<file path="src/rtl/core_loader_pkg.sv">
// Shared core package: loader sequencing states and the small byte-level
// typedefs used by the instruction loader and its counter.
package core_loader_pkg;

    localparam int BYTE_W = 8;

    typedef logic [BYTE_W-1:0] byte_t;

    // Loader sequencing states.
    typedef enum logic [2:0] {
        IDLE  = 3'd0,
        LOAD  = 3'd1,
        WRITE = 3'd2,
        RUN   = 3'd3,
        DONE  = 3'd4
    } loader_state_e;

    // Number of bytes carried by one instruction word.
    function automatic int bytes_per_word(input int data_w);
        return data_w / BYTE_W;
    endfunction

    // Width of a byte-lane index; never narrower than one bit.
    function automatic int lane_idx_w(input int data_w);
        int n;
        n = data_w / BYTE_W;
        return (n > 1) ? $clog2(n) : 1;
    endfunction

endpackage

</file>
<file path="src/rtl/core_loader_cycle_counter.sv">
// Run-cycle down-counter. Loaded with the requested cycle count, decremented
// while enabled, and stopped at zero; zero is the terminal-count flag.
module cycle_counter #(
    parameter int CNT_W = 16
) (
    input  logic             clk,
    input  logic             rst_n,
    input  logic             load,
    input  logic [CNT_W-1:0] load_val,
    input  logic             en,
    output logic             zero
);

    logic [CNT_W-1:0] count_q;
    logic [CNT_W-1:0] count_d;

    // Next count: a load wins over a decrement; never underflow past zero.
    always_comb begin
        count_d = count_q;
        if (load) begin
            count_d = load_val;
        end else if (en && (count_q != '0)) begin
            count_d = count_q - 1'b1;
        end
    end

    // Count register.
    always_ff @(posedge clk or negedge rst_n) begin
        if (!rst_n) begin
            count_q <= '0;
        end else begin
            count_q <= count_d;
        end
    end

    assign zero = (count_q == '0);

endmodule

</file>
<file path="src/rtl/core_loader.sv">
// Instruction loader: pulls a word stream, writes it byte-by-byte into the
// core's instruction memory, then releases the core from reset for a fixed
// number of cycles and reports completion.
//
// state | meaning
// ------+-----------------------------------------------------------------
// IDLE  | waiting for start; core held in reset
// LOAD  | s_ready high, waiting for the next program word
// WRITE | one byte of the latched word per cycle, little-endian
// RUN   | core out of reset, run-cycle counter decrementing
// DONE  | one cycle; done set, core back in reset, then IDLE
module core_loader
    import core_loader_pkg::*;
#(
    parameter int DATA_W = 32,
    parameter int ADDR_W = 10,
    parameter int CNT_W  = 16
) (
    input  logic              clk,
    input  logic              rst_n,

    input  logic              s_valid,
    output logic              s_ready,
    input  logic [DATA_W-1:0] s_data,
    input  logic              s_last,

    input  logic              start,
    input  logic [CNT_W-1:0]  run_cycles,

    output logic              mem_we,
    output logic [ADDR_W-1:0] mem_addr,
    output logic [7:0]        mem_wdata,

    output logic              core_rst,
    output logic              busy,
    output logic              done,
    output logic              err_ovf
);

    localparam int BYTES = bytes_per_word(DATA_W);
    localparam int IDX_W = lane_idx_w(DATA_W);

    loader_state_e state_q, state_d;

    // Write pointer carries one extra bit: once it reaches 2^ADDR_W it sticks
    // there, which marks every further byte as out of range instead of wrapping.
    logic [ADDR_W:0]   wptr_q, wptr_d;
    logic [IDX_W-1:0]  idx_q, idx_d;
    logic [DATA_W-1:0] word_q, word_d;
    logic              last_q, last_d;
    logic              done_q, done_d;
    logic              ovf_q, ovf_d;
    logic [ADDR_W-1:0] last_addr_q, last_addr_d;
    byte_t             last_data_q, last_data_d;

    byte_t             cur_byte;
    logic              in_write;
    logic              byte_ok;
    logic              last_lane;
    logic              cnt_load;
    logic              cnt_en;
    logic              cnt_zero;

    cycle_counter #(
        .CNT_W (CNT_W)
    ) u_cycle_counter (
        .clk      (clk),
        .rst_n    (rst_n),
        .load     (cnt_load),
        .load_val (run_cycles),
        .en       (cnt_en),
        .zero     (cnt_zero)
    );

    // Select the byte lane currently being written.
    always_comb begin
        cur_byte = '0;
        for (int k = 0; k < BYTES; k++) begin
            if (idx_q == IDX_W'(k)) begin
                cur_byte = word_q[8*k +: 8];
            end
        end
    end

    assign in_write  = (state_q == WRITE);
    assign byte_ok   = !wptr_q[ADDR_W];
    assign last_lane = (idx_q == IDX_W'(BYTES - 1));

    // Next-state and datapath updates for the sequencing FSM.
    always_comb begin
        state_d     = state_q;
        wptr_d      = wptr_q;
        idx_d       = idx_q;
        word_d      = word_q;
        last_d      = last_q;
        done_d      = done_q;
        ovf_d       = ovf_q;
        last_addr_d = last_addr_q;
        last_data_d = last_data_q;
        cnt_load    = 1'b0;
        cnt_en      = 1'b0;

        unique case (state_q)
            IDLE: begin
                if (start) begin
                    cnt_load = 1'b1;
                    done_d   = 1'b0;
                    ovf_d    = 1'b0;
                    wptr_d   = '0;
                    idx_d    = '0;
                    state_d  = LOAD;
                end
            end

            LOAD: begin
                if (s_valid) begin
                    word_d  = s_data;
                    last_d  = s_last;
                    idx_d   = '0;
                    state_d = WRITE;
                end
            end

            WRITE: begin
                if (byte_ok) begin
                    last_addr_d = wptr_q[ADDR_W-1:0];
                    last_data_d = cur_byte;
                    wptr_d      = wptr_q + 1'b1;
                end else begin
                    ovf_d = 1'b1;
                end
                idx_d = idx_q + 1'b1;
                if (last_lane) begin
                    if (!last_q) begin
                        state_d = LOAD;
                    end else if (cnt_zero) begin
                        done_d  = 1'b1;
                        state_d = DONE;
                    end else begin
                        // First RUN cycle is consumed here so the RUN phase
                        // lasts exactly run_cycles and exits on the zero flag.
                        cnt_en  = 1'b1;
                        state_d = RUN;
                    end
                end
            end

            RUN: begin
                if (cnt_zero) begin
                    done_d  = 1'b1;
                    state_d = DONE;
                end else begin
                    cnt_en = 1'b1;
                end
            end

            DONE: begin
                state_d = IDLE;
            end

            default: begin
                state_d = IDLE;
            end
        endcase
    end

    // State and datapath registers.
    always_ff @(posedge clk or negedge rst_n) begin
        if (!rst_n) begin
            state_q     <= IDLE;
            wptr_q      <= '0;
            idx_q       <= '0;
            word_q      <= '0;
            last_q      <= 1'b0;
            done_q      <= 1'b0;
            ovf_q       <= 1'b0;
            last_addr_q <= '0;
            last_data_q <= '0;
        end else begin
            state_q     <= state_d;
            wptr_q      <= wptr_d;
            idx_q       <= idx_d;
            word_q      <= word_d;
            last_q      <= last_d;
            done_q      <= done_d;
            ovf_q       <= ovf_d;
            last_addr_q <= last_addr_d;
            last_data_q <= last_data_d;
        end
    end

    // Memory port shows the live byte while writing, else the last byte written.
    assign mem_we    = in_write && byte_ok;
    assign mem_addr  = mem_we ? wptr_q[ADDR_W-1:0] : last_addr_q;
    assign mem_wdata = mem_we ? cur_byte : last_data_q;

    assign s_ready  = (state_q == LOAD);
    assign core_rst = (state_q != RUN);
    assign busy     = (state_q == LOAD) || (state_q == WRITE) || (state_q == RUN);
    assign done     = done_q;
    assign err_ovf  = ovf_q;

endmodule

</file>
<file path="config.mk">
export PLATFORM = sky130hd
export DESIGN_NAME = core_loader
export DESIGN_NICKNAME = d
export VERILOG_FILES = /design/src/rtl/core_loader_pkg.sv /design/src/rtl/core_loader_cycle_counter.sv /design/src/rtl/core_loader.sv
export SDC_FILE = /design/constraint.sdc
export NUM_CORES = 1
export LEC_CHECK = 0
export CAP_MARGIN = 20
export CORE_AREA = 3 3 94 96
export CTS_CLUSTER_SIZE = 24
export DETAILED_ROUTE_END_ITERATION = 6
export DIE_AREA = 0 0 97 99
export PLACE_DENSITY = 0.78
export SYNTH_ARGS = -nofsm -noshare
export SYNTH_HDL_FRONTEND = slang
export SYNTH_HIERARCHICAL = 1
export SYNTH_SLANG_ARGS = --single-unit
</file>
<file path="constraint.sdc">
create_clock -name clk -period 4.2 [get_ports clk]
set_input_delay 0.63 -clock clk [delete_from_list [all_inputs] [get_ports clk]]
set_output_delay 0.63 -clock clk [all_outputs]
set_load 0.05 [all_outputs]
</file>
==> metrics, run 1 <==
status=complete, no violations; Post-CTS Repair Setup Buffers=0; critical path arrival=roughly 3.3 ns; vias in the first global route=about 3,300; Yosys warning count=6; routability congestion estimate=between 0.8 and 0.9; Peak VDD IR=between 0.2 and 0.3 mV; proportion of layout cells with a drive suffix above 1=11.0%; met2 WL post-DR=4520 um; fin area=a little over 5000 um^2; HPWL after detailed placement=approximately 6500 um; most common library cells after synthesis=dfrtp_1 (85), nand2_1 (63), a21oi_1 (31); worst r2r dst=u_cycle_counter/count_q[11]; ANT cells=0; Vias/cell=between 5 and 6; via count=between 3,000 and 4,000; total core area=between 8000 and 9000 um^2; crit end category=output pin; Metal-1 WL=between 4000 and 5000 um; Worst-Skew Late Latency=around 0.36 ns; most frequent cell after synthesis=dfrtp_1; DR iter-0 viols=approximately 140; RSZ-0062 raised after global routing=no; GRT Util Overall=around a fifth; Area after DPL=slightly below 5000 um^2; Netlist cell types=58; crit path from=idx_q[1]; Port Buffers=76; crit-path max cell delay=about 0.86 ns; final core occ=about 64%; post_cts resized=0; met3 wire length=roughly 560 um; Synth Area in Compound Gates=around 15%; num ports=77; mux share of post-synthesis cell area=7.79%; share of the yosys chip area belonging to registers=between 50% and 60%; clk_skew=0.0141 ns; sum of negative setup slack=0 ns; Leakage=0.00219 uW; post-synth top area share=between 50% and 60%; Setup crit end=mem_wdata[4]; total CTS buffers=9; CTS tree=yes; # DRC=0; fin crit period=between 3 and 4 ns; initial antenna violation count=0; Slew Limit Fails=0; FMAX=approximately 250 MHz; Worst slew margin=slightly above 50%; number of enable flip-flop cells after synthesis=0; measured slew at the worst slew-check pin=approximately 0.74 ns; Final Power=about 3900 uW; Main synth FF type=dfrtp_1; TritonRoute pass-1 iters=5; clock slew at reported path FFs=around 0.1 ns; worst path required time=3.57 ns; placed instance count=578; cell accounting for the most synthesized area=dfrtp_1; power per cell area=around 760 nW/um^2; worst setup path category=reg -> out; GRT overflow=0; CTS max path bufs=2; XOR/XNOR Fraction of Synth Area=less than 1%; async set-reset flop share out of synthesis=100%; Final Cycle Share=93.4%; final non-filler cell total=595; Synth Instances=between 400 and 500; clk root buf=clkbuf_8; sequence of cells on the critical path=inv_1 -> ha_1 -> nor2b_1 -> a221oi_1 -> a211o_1 -> a21oi_1 -> clkdlybuf4s50_1; Synth Register Bits=85; adder-cell share of the synthesized area=under 10%; first-pass GRT wire length=15,600 um; Die Height=approximately 99 um; Hold Crit Class=in -> async; pin count of the biggest net entering global routing=86; nets=544; post-route ant nets=0; Total Routed Length=approximately 9500 um; Die ar.=~9600 um^2; CP max stage cell=clkdlybuf4s50_1; # hold bufs at CTS=0; # Max-Cap Violations=0; Syn Nets=approximately 480; simple-gate portion of the synthesized area=about 19%; final setup fails=0; Worst Setup Start Kind=flop; Initial Util=around half; FF-to-FF Start=idx_q[1]; R2R cell count=8; Sink Count=85; main combinational cell family by area after synthesis=simple AND/OR/NAND/NOR gates; worst-path fanout max=10; Layout area overhead=24.6%; Hold Fails Final Rpt=0; number of core rows=33; Cell Area, Synth=4160 um^2; highest routed layer=met4; Die Width=slightly below 100 um; largest cells by area after synthesis=dfrtp_1 (51%), mux2_2 (7.0%), nand2_1 (5.7%); Syn Area/Cell=approximately 10 um^2; # H-tree levels=3; r2r setup slk=~1.1 ns; Routed WL per cell=around 16 um
-- worst min path at each step --
stage | start | endpoint | slack (ns) | cells past startpoint
2_1_floorplan | rst_n | done | 0.33 | 0
3_3_place_gp | last_addr_q[6] | last_addr_q[6] | 0.46 | 2
3_5_place_dp | last_addr_q[8] | last_addr_q[8] | 0.46 | 2
4_1_cts | last_addr_q[8] | last_addr_q[8] | 0.48 | 2
5_1_grt | rst_n | last_data_q[6] | 0.15 | 1
6_report | rst_n | last_data_q[7] | 0.16 | 1
-- registers in the layout, summed over array words and instances (netlist names) --
register and count:
done 1, last_q 1, word_q 32, state_q 3, wptr_q 11, last_data_q 8
err_ovf 1, u_cycle_counter/count_q 16, idx_q 2, last_addr_q 10
-- critical path: cells and delay by family (launching register included) --
family	cells	cell delay, ns
and+or+nand+nor	1	0.52
AOI/OAI and AO/OA	3	0.73
adders and majority gates	1	0.33
buffers and inverters	2	0.96
DFF	1	0.41
-- per-layer routing --
layer | vias to the layer above | global-route usage [%]
met2 | 100 | 32.3
met1 | 1619 | 27.1
met5 | - | 0
li1 | 1616 | -
met4 | 0 | 6.26
met3 | 18 | 4.74
-- layout by cell type, fill, tap and decap left out, types with 5 or more instances in the layout --
| master | count |
|---|---|
| nand4_1 | 5 |
| a21oi_1 | 31 |
| ha_1 | 6 |
| a221oi_1 | 7 |
| o21ai_0 | 19 |
| a31oi_1 | 6 |
| dfrtp_1 | 85 |
| nand2_1 | 63 |
| a211o_1 | 7 |
| clkdlybuf4s50_1 | 75 |
| nand3_1 | 6 |
| inv_1 | 18 |
| mux2_2 | 26 |
| nor3_1 | 6 |
| nor2b_1 | 6 |
| or3_1 | 5 |
| o21ai_1 | 7 |
| clkbuf_8 | 9 |
| nor2_1 | 30 |
| or4_1 | 5 |
-- where the power goes --
group          leakage, uW  internal (uW)  switching [uW]
Combinational      0.00105            763            1140
Clock            0.0000935            280             309
Sequential         0.00104           1170             287
Total              0.00219           2220            1730
-- cells by family (layout without fill, tap and decap cells) --
kind of cell	count (synthesis)	after routing
flip-flops	85	85
adder cells (fa/ha/maj)	6	6
multiplexers	29	29
buffers and inverters	41	115
XOR/XNOR	4	4
AND/OR/NAND/NOR	153	153
AO/OA/AOI/OAI	98	98
-- area by class of cell --
class | count | area, um^2
inverters | 19 | 71.3
well taps | 105 | 131
clock inverters | 6 | 71.3
flip-flops and latches | 85 | 2130
clock buffers | 10 | 128
multi-input cells | 290 | 1850
fillers | 653 | 2950
repair buffers | 80 | 808
-- metrics by stage --
stage,worst slack [ns],hold slack [ns]
after global placement,0.778,0.459
after global routing,0.170,0.155
final,0.278,0.160
after detailed placement,0.763,0.460
after CTS,0.331,0.481
after floorplan,1.27,0.334
No activity file was read; power rests on OpenSTA's default activity.
==> inputs of run 2 (changes only) <==
--- a/config.mk
+++ b/config.mk
@@ -6,10 +6,10 @@
 export NUM_CORES = 1
 export LEC_CHECK = 0
 export CAP_MARGIN = 20
-export CORE_AREA = 3 3 94 96
+export CORE_AREA = 2 2 93 95
 export CTS_CLUSTER_SIZE = 24
 export DETAILED_ROUTE_END_ITERATION = 6
-export DIE_AREA = 0 0 97 99
+export DIE_AREA = 0 0 95 97
 export PLACE_DENSITY = 0.78
 export SYNTH_ARGS = -nofsm -noshare
 export SYNTH_HDL_FRONTEND = slang
==> constraint.sdc (replaced) <==
create_clock -name clk -period 4.2 [get_ports clk]
set_input_delay 0.84 -clock clk [delete_from_list [all_inputs] [get_ports clk]]
set_output_delay 0.84 -clock clk [all_outputs]
set_load 0.05 [all_outputs]
==> run 2 against run 1 <==
Effect of this change: combinational power about the same; design area down 0.29%; worst hold slack improved by 0.15 ns; fmax shrank 3.3%; register-to-register slack better by 0.02 ns; largest cell class unchanged.
==> metrics, run 2 (same netlist as run 1, synthesis figures left out) <==
fin crit period=4.06 ns (+0.134 ns); Initial Util=51.2% (unchanged); measured slew at the worst slew-check pin=0.736 ns (-0.00767 ns); total core area=8130 um^2 (unchanged); Final Cycle Share=96.6% (+3.2 points); FF-to-FF Start=idx_q[0]; Peak VDD IR=0.320 mV (+11%); Total Routed Length=9040 um (-4.4%); worst setup path category=reg -> out; final setup fails=0 (unchanged); Hold Crit Class=in -> async; Worst-Skew Late Latency=0.36 ns (about the same); routability congestion estimate=0.833 (-0.22%); number of core rows=33 (unchanged); GRT met3 Usage=4.13% (-0.61 points); HPWL after detailed placement=6280 um (-3.9%); Die ar.=9220 um^2 (-4.0%); worst path required time=3.36 ns (-0.21 ns); first-pass GRT wire length=14,800 um (-5.1%); Die Width=95 um (-2.1%); Slew Limit Fails=0 (unchanged); Setup crit end=mem_wdata[5]; initial antenna violation count=0 (unchanged); R2R cell count=8 (unchanged); Routed WL per cell=15.2 um (-4.4%); vias in the first global route=3,184 (-3.5%); status=complete, no violations; commonest non-fill, non-tap cell in the layout=dfrtp_1; Hold Fails Final Rpt=0 (unchanged); # DRC=0 (unchanged); commonest cells after routing, fill and taps aside=dfrtp_1 (85), clkdlybuf4s50_1 (74), nand2_1 (63), a21oi_1 (31), nor2_1 (30); Post-CTS Repair Setup Buffers=0 (unchanged); GRT overflow=0 (unchanged); Die Height=97 um (-2.0%); TritonRoute pass-1 iters=4 (-1); sum of negative setup slack=0 ns (unchanged); post_cts resized=0 (unchanged); DR iter-0 viols=120 (-12%); worst-path fanout max=10 (unchanged); total CTS buffers=9 (unchanged); GRT Max-Usage Layer=met2; RSZ-0062 raised after global routing=no; Worst slew margin=51.0% (+0.51 points); FMAX=247 MHz (-3.3%); clock slew at reported path FFs=0.10 ns (about the same); biggest regs=word_q (32), u_cycle_counter/count_q (16), wptr_q (11); CTS max path bufs=2 (unchanged); Port Buffers=76 (unchanged); r2r setup slk=1.07 ns (+0.02 ns); # hold bufs at CTS=0 (unchanged); Worst Setup Start Kind=flop; Leakage=0.00219 uW (+0.18%); CTS tree=yes; Area after DPL=4960 um^2 (unchanged); Vias/cell=5.57 (-1.2%); proportion of layout cells with a drive suffix above 1=11.0% (unchanged); num ports=77 (unchanged); worst r2r dst=u_cycle_counter/count_q[11]; crit path from=idx_q[1]; clk root buf=clkbuf_8; M1 GR Usage=27.5% (+0.45 points); nets=544 (unchanged); Sink Count=85 (unchanged); clk_skew=0.0167 ns (+0.00264 ns); via count=3,313 (-1.2%); M2 GR Usage=32.6% (+0.35 points); ANT cells=0 (unchanged); max FFs per register=32 (unchanged); power per cell area=749 nW/um^2 (-1.7%); FILL cells=664 (+1.7%); pin count of the biggest net entering global routing=86 (unchanged); Top reg by flops=word_q; # Max-Cap Violations=0 (unchanged); critical path arrival=3.22 ns (-0.07 ns); fin area=5170 um^2 (-0.29%); Layout area overhead=24.2%; GRT Util Overall=20.2% (+0.11 points); # H-tree levels=3 (unchanged); post-route ant nets=0 (unchanged); crit end category=output pin
==> run 2: critical path: stages (launching register included) <==
cell and delay (ns):
dfrtp_1 0.41, inv_1 0.09, ha_1 0.31, nor2b_1 0.50, a221oi_1 0.20, a211o_1 0.32, a21oi_1 0.19, clkdlybuf4s50_1 0.84
==> run 2: worst min-delay path by stage <==
stage,from,end,slack (ns),cells after the start
6_report,rst_n,last_data_q[6],0.31,1
3_5_place_dp,last_addr_q[8],last_addr_q[8],0.46,2
2_1_floorplan,word_q[11],word_q[11],0.48,1
5_1_grt,rst_n,last_data_q[5],0.30,1
4_1_cts,last_addr_q[1],last_addr_q[1],0.49,2
3_3_place_gp,last_addr_q[5],last_addr_q[5],0.46,2
==> run 2: metrics by stage <==
stage	utilization (%)	hold WS, ns	cells	total power [uW]	worst slack (ns)
after floorplan	-	0.481	416	2790	1.08
after global placement	60.9	0.460	578	3280	0.570
after detailed placement	60.9	0.465	578	3340	0.569
after CTS	63.2	0.487	594	3880	0.160
after global routing	63.5	0.301	595	4150	0.0111
final	63.5	0.305	595	3870	0.143
==> run 2: layout make-up <==
cell class	instances	area, um^2	share of cell area (%)
Clock inverter	6	53.8	1.04
Timing Repair Buffer	80	811	15.7
Inverter	19	71.3	1.38
Tap cell	105	131	2.54
Sequential cell	85	2130	41.2
Multi-Input combinational cell	290	1850	35.7
Clock buffer	10	128	2.47
==> run 2: power by group <==
group,switching (uW),internal [uW]
clock network,315,226
logic,1120,761
registers,282,1170
total,1710,2160
==> run 2: metal layers <==
metal	part of all wire, %	vias to the layer above
met4	1.2	0
met1	46	1604
met3	5.6	10
li1	-	1614
met2	48	85
met5	0	-
==> inputs of run 3 (changes only) <==
==> constraint.sdc (replaced) <==
create_clock -name clk -period 4.55 [get_ports clk]
set_input_delay 0.91 -clock clk [delete_from_list [all_inputs] [get_ports clk]]
set_output_delay 0.91 -clock clk [all_outputs]
set_load 0.05 [all_outputs]
==> run 3 against run 2 <==
Effect of this change: worst hold slack improved by 0.061 ns; wire length grew 1.8%; flip-flop and latch count is the same; global-route usage up 0.77 points; sequential power decreased by 8%; via count rose by 1.6%; core utilization about the same; clock skew down 0.0045 ns; critical endpoint unchanged; largest power group unchanged; design area is essentially flat; register-to-register slack gained 0.31 ns; non-clock buffer count is the same.
==> metrics, run 3 (same netlist as run 1, synthesis figures left out) <==
GRT overflow=0 (unchanged); Leakage=0.00218 uW (-0.24%); Final Power=3590 uW (-7.2%); initial antenna violation count=0 (unchanged); worst path required time=3.64 ns (+0.28 ns); Port Buffers=76 (unchanged); nets=544 (unchanged); crit end category=output pin; fin crit period=~4.1 ns; area of the multi-input gates=1850 um^2 (unchanged); final core occ=63.5% (about the same); Worst slew margin=52.1% (+1.2 points); sum of negative setup slack=0 ns (unchanged); CP max stage cell=clkdlybuf4s50_1; Initial Util=51.2% (unchanged); Peak VDD IR=0.268 mV (-16%); Layout area overhead=24.1% (about the same); status=complete, no violations; RSZ-0062 raised after global routing=no; Sink Count=85 (unchanged); Die Width=95 um (unchanged); power per cell area=696 nW/um^2 (-7.1%); routability congestion estimate=0.834 (about the same); num ports=77 (unchanged); Hold Fails Final Rpt=0 (unchanged); crit-path max cell delay=0.84 ns (about the same); HPWL after detailed placement=6290 um (+0.22%); Worst-Skew Late Latency=0.36 ns (about the same); FMAX=241 MHz; sequence of cells on the critical path=inv_1 -> ha_1 -> nor2b_1 -> a221oi_1 -> a211o_1 -> a21oi_1 -> clkdlybuf4s50_1; max FFs per register=32 (unchanged); worst-path fanout max=10 (unchanged); Hold Crit Class=in -> async; via count=3,365 (+1.6%); commonest non-fill, non-tap cell in the layout=dfrtp_1; # DRC=0 (unchanged); commonest cells after routing, fill and taps aside=dfrtp_1 (85), clkdlybuf4s50_1 (75), nand2_1 (63), a21oi_1 (31), nor2_1 (30); Post-CTS Repair Setup Buffers=0 (unchanged); number of core rows=33 (unchanged); Worst Setup Start Kind=flop; vias in the first global route=3,275 (+2.9%); total CTS buffers=9 (unchanged); register area=2130 um^2 (unchanged); measured slew at the worst slew-check pin=0.718 ns (-0.0178 ns); GRT Util Overall=20.9% (+0.77 points); FILL cells=670 (+0.90%); Slew Limit Fails=0 (unchanged); biggest regs=word_q (32), u_cycle_counter/count_q (16), wptr_q (11); ANT cells=0 (unchanged); clock slew at reported path FFs=0.10 ns (about the same); worst setup path category=reg -> out; CTS tree=yes; Routed WL per cell=15.5 um (+1.8%); Top reg by flops=word_q; pin count of the biggest net entering global routing=86 (unchanged); Die Height=97 um (unchanged); total core area=8130 um^2 (unchanged); post_cts resized=0 (unchanged); # Max-Cap Violations=0 (unchanged); Final Cycle Share=between 90% and 100%; critical path arrival=3.24 ns (+0.02 ns); clk_skew=0.0122 ns (-0.00449 ns); clk root buf=clkbuf_8; # hold bufs at CTS=0 (unchanged); CTS max path bufs=2 (unchanged); # H-tree levels=3 (unchanged); Die ar.=9220 um^2 (unchanged); first-pass GRT wire length=15,300 um (+3.2%); proportion of layout cells with a drive suffix above 1=11.0% (unchanged); Total Routed Length=9200 um (+1.8%); Vias/cell=5.66 (+1.6%); post-route ant nets=0 (unchanged); final setup fails=0 (unchanged); DR iter-0 viols=172 (+43%); TritonRoute pass-1 iters=5 (+1)
run 3: area by class of cell:
type                    instances  area share [%]
clock buffers                  10            2.47
inverters                      19            1.38
flip-flops and latches         85            41.2
clock inverters                 6            1.02
repair buffers                 80            15.6
well taps                     105            2.54
multi-input cells             290            35.8
run 3: power by group:
group,switching (uW),internal [uW],total (uW),leakage (uW)
Clock,299,209,508,0.0000923
Sequential,261,1080,1340,0.00104
Combinational,1040,704,1740,0.00105
Total,1600,1990,3590,0.00218
run 3: final timing paths:
check / endpoint / cells past startpoint / slack, ns / start
max: mem_wdata[5] / 7 / 0.40 / idx_q[1]
min: last_data_q[6] / 1 / 0.37 / rst_n
max reg2reg: u_cycle_counter/count_q[11] / 8 / 1.38 / idx_q[1]
min reg2reg: last_addr_q[4] / 2 / 0.48 / last_addr_q[4]
max in group asynchronous: u_cycle_counter/count_q[14] / 2 / 3.59 / rst_n
min in group clk: last_addr_q[4] / 2 / 0.48 / last_addr_q[4]
run 3: metrics by stage:
stage	hold WS (ns)	setup slack (ns)	std cells	cell area, um^2
after floorplan	0.481	1.36	416	4160
after global placement	0.460	0.850	578	4960
after detailed placement	0.461	0.826	578	4960
after CTS	0.485	0.423	594	5140
after global routing	0.352	0.250	595	5160
final	0.366	0.403	595	5160
run 3: per-layer routing:
layer	part of all wire [%]	up-vias	track usage, %	routed length [um]
li1	-	1617	-	-
met1	45	1634	28.7	4180
met2	47	105	33.4	4350
met3	5.7	9	3.74	525
met4	1.4	0	7.13	131
met5	0	-	0	0
run 3: critical path: cells and delay by family (launching register included):
kind | cells | cell delay [ns]
adder cells (fa/ha/maj) | 1 | 0.32
buffers and inverters | 2 | 0.93
AO/OA/AOI/OAI | 3 | 0.74
flip-flops | 1 | 0.41
AND/OR/NAND/NOR | 1 | 0.48
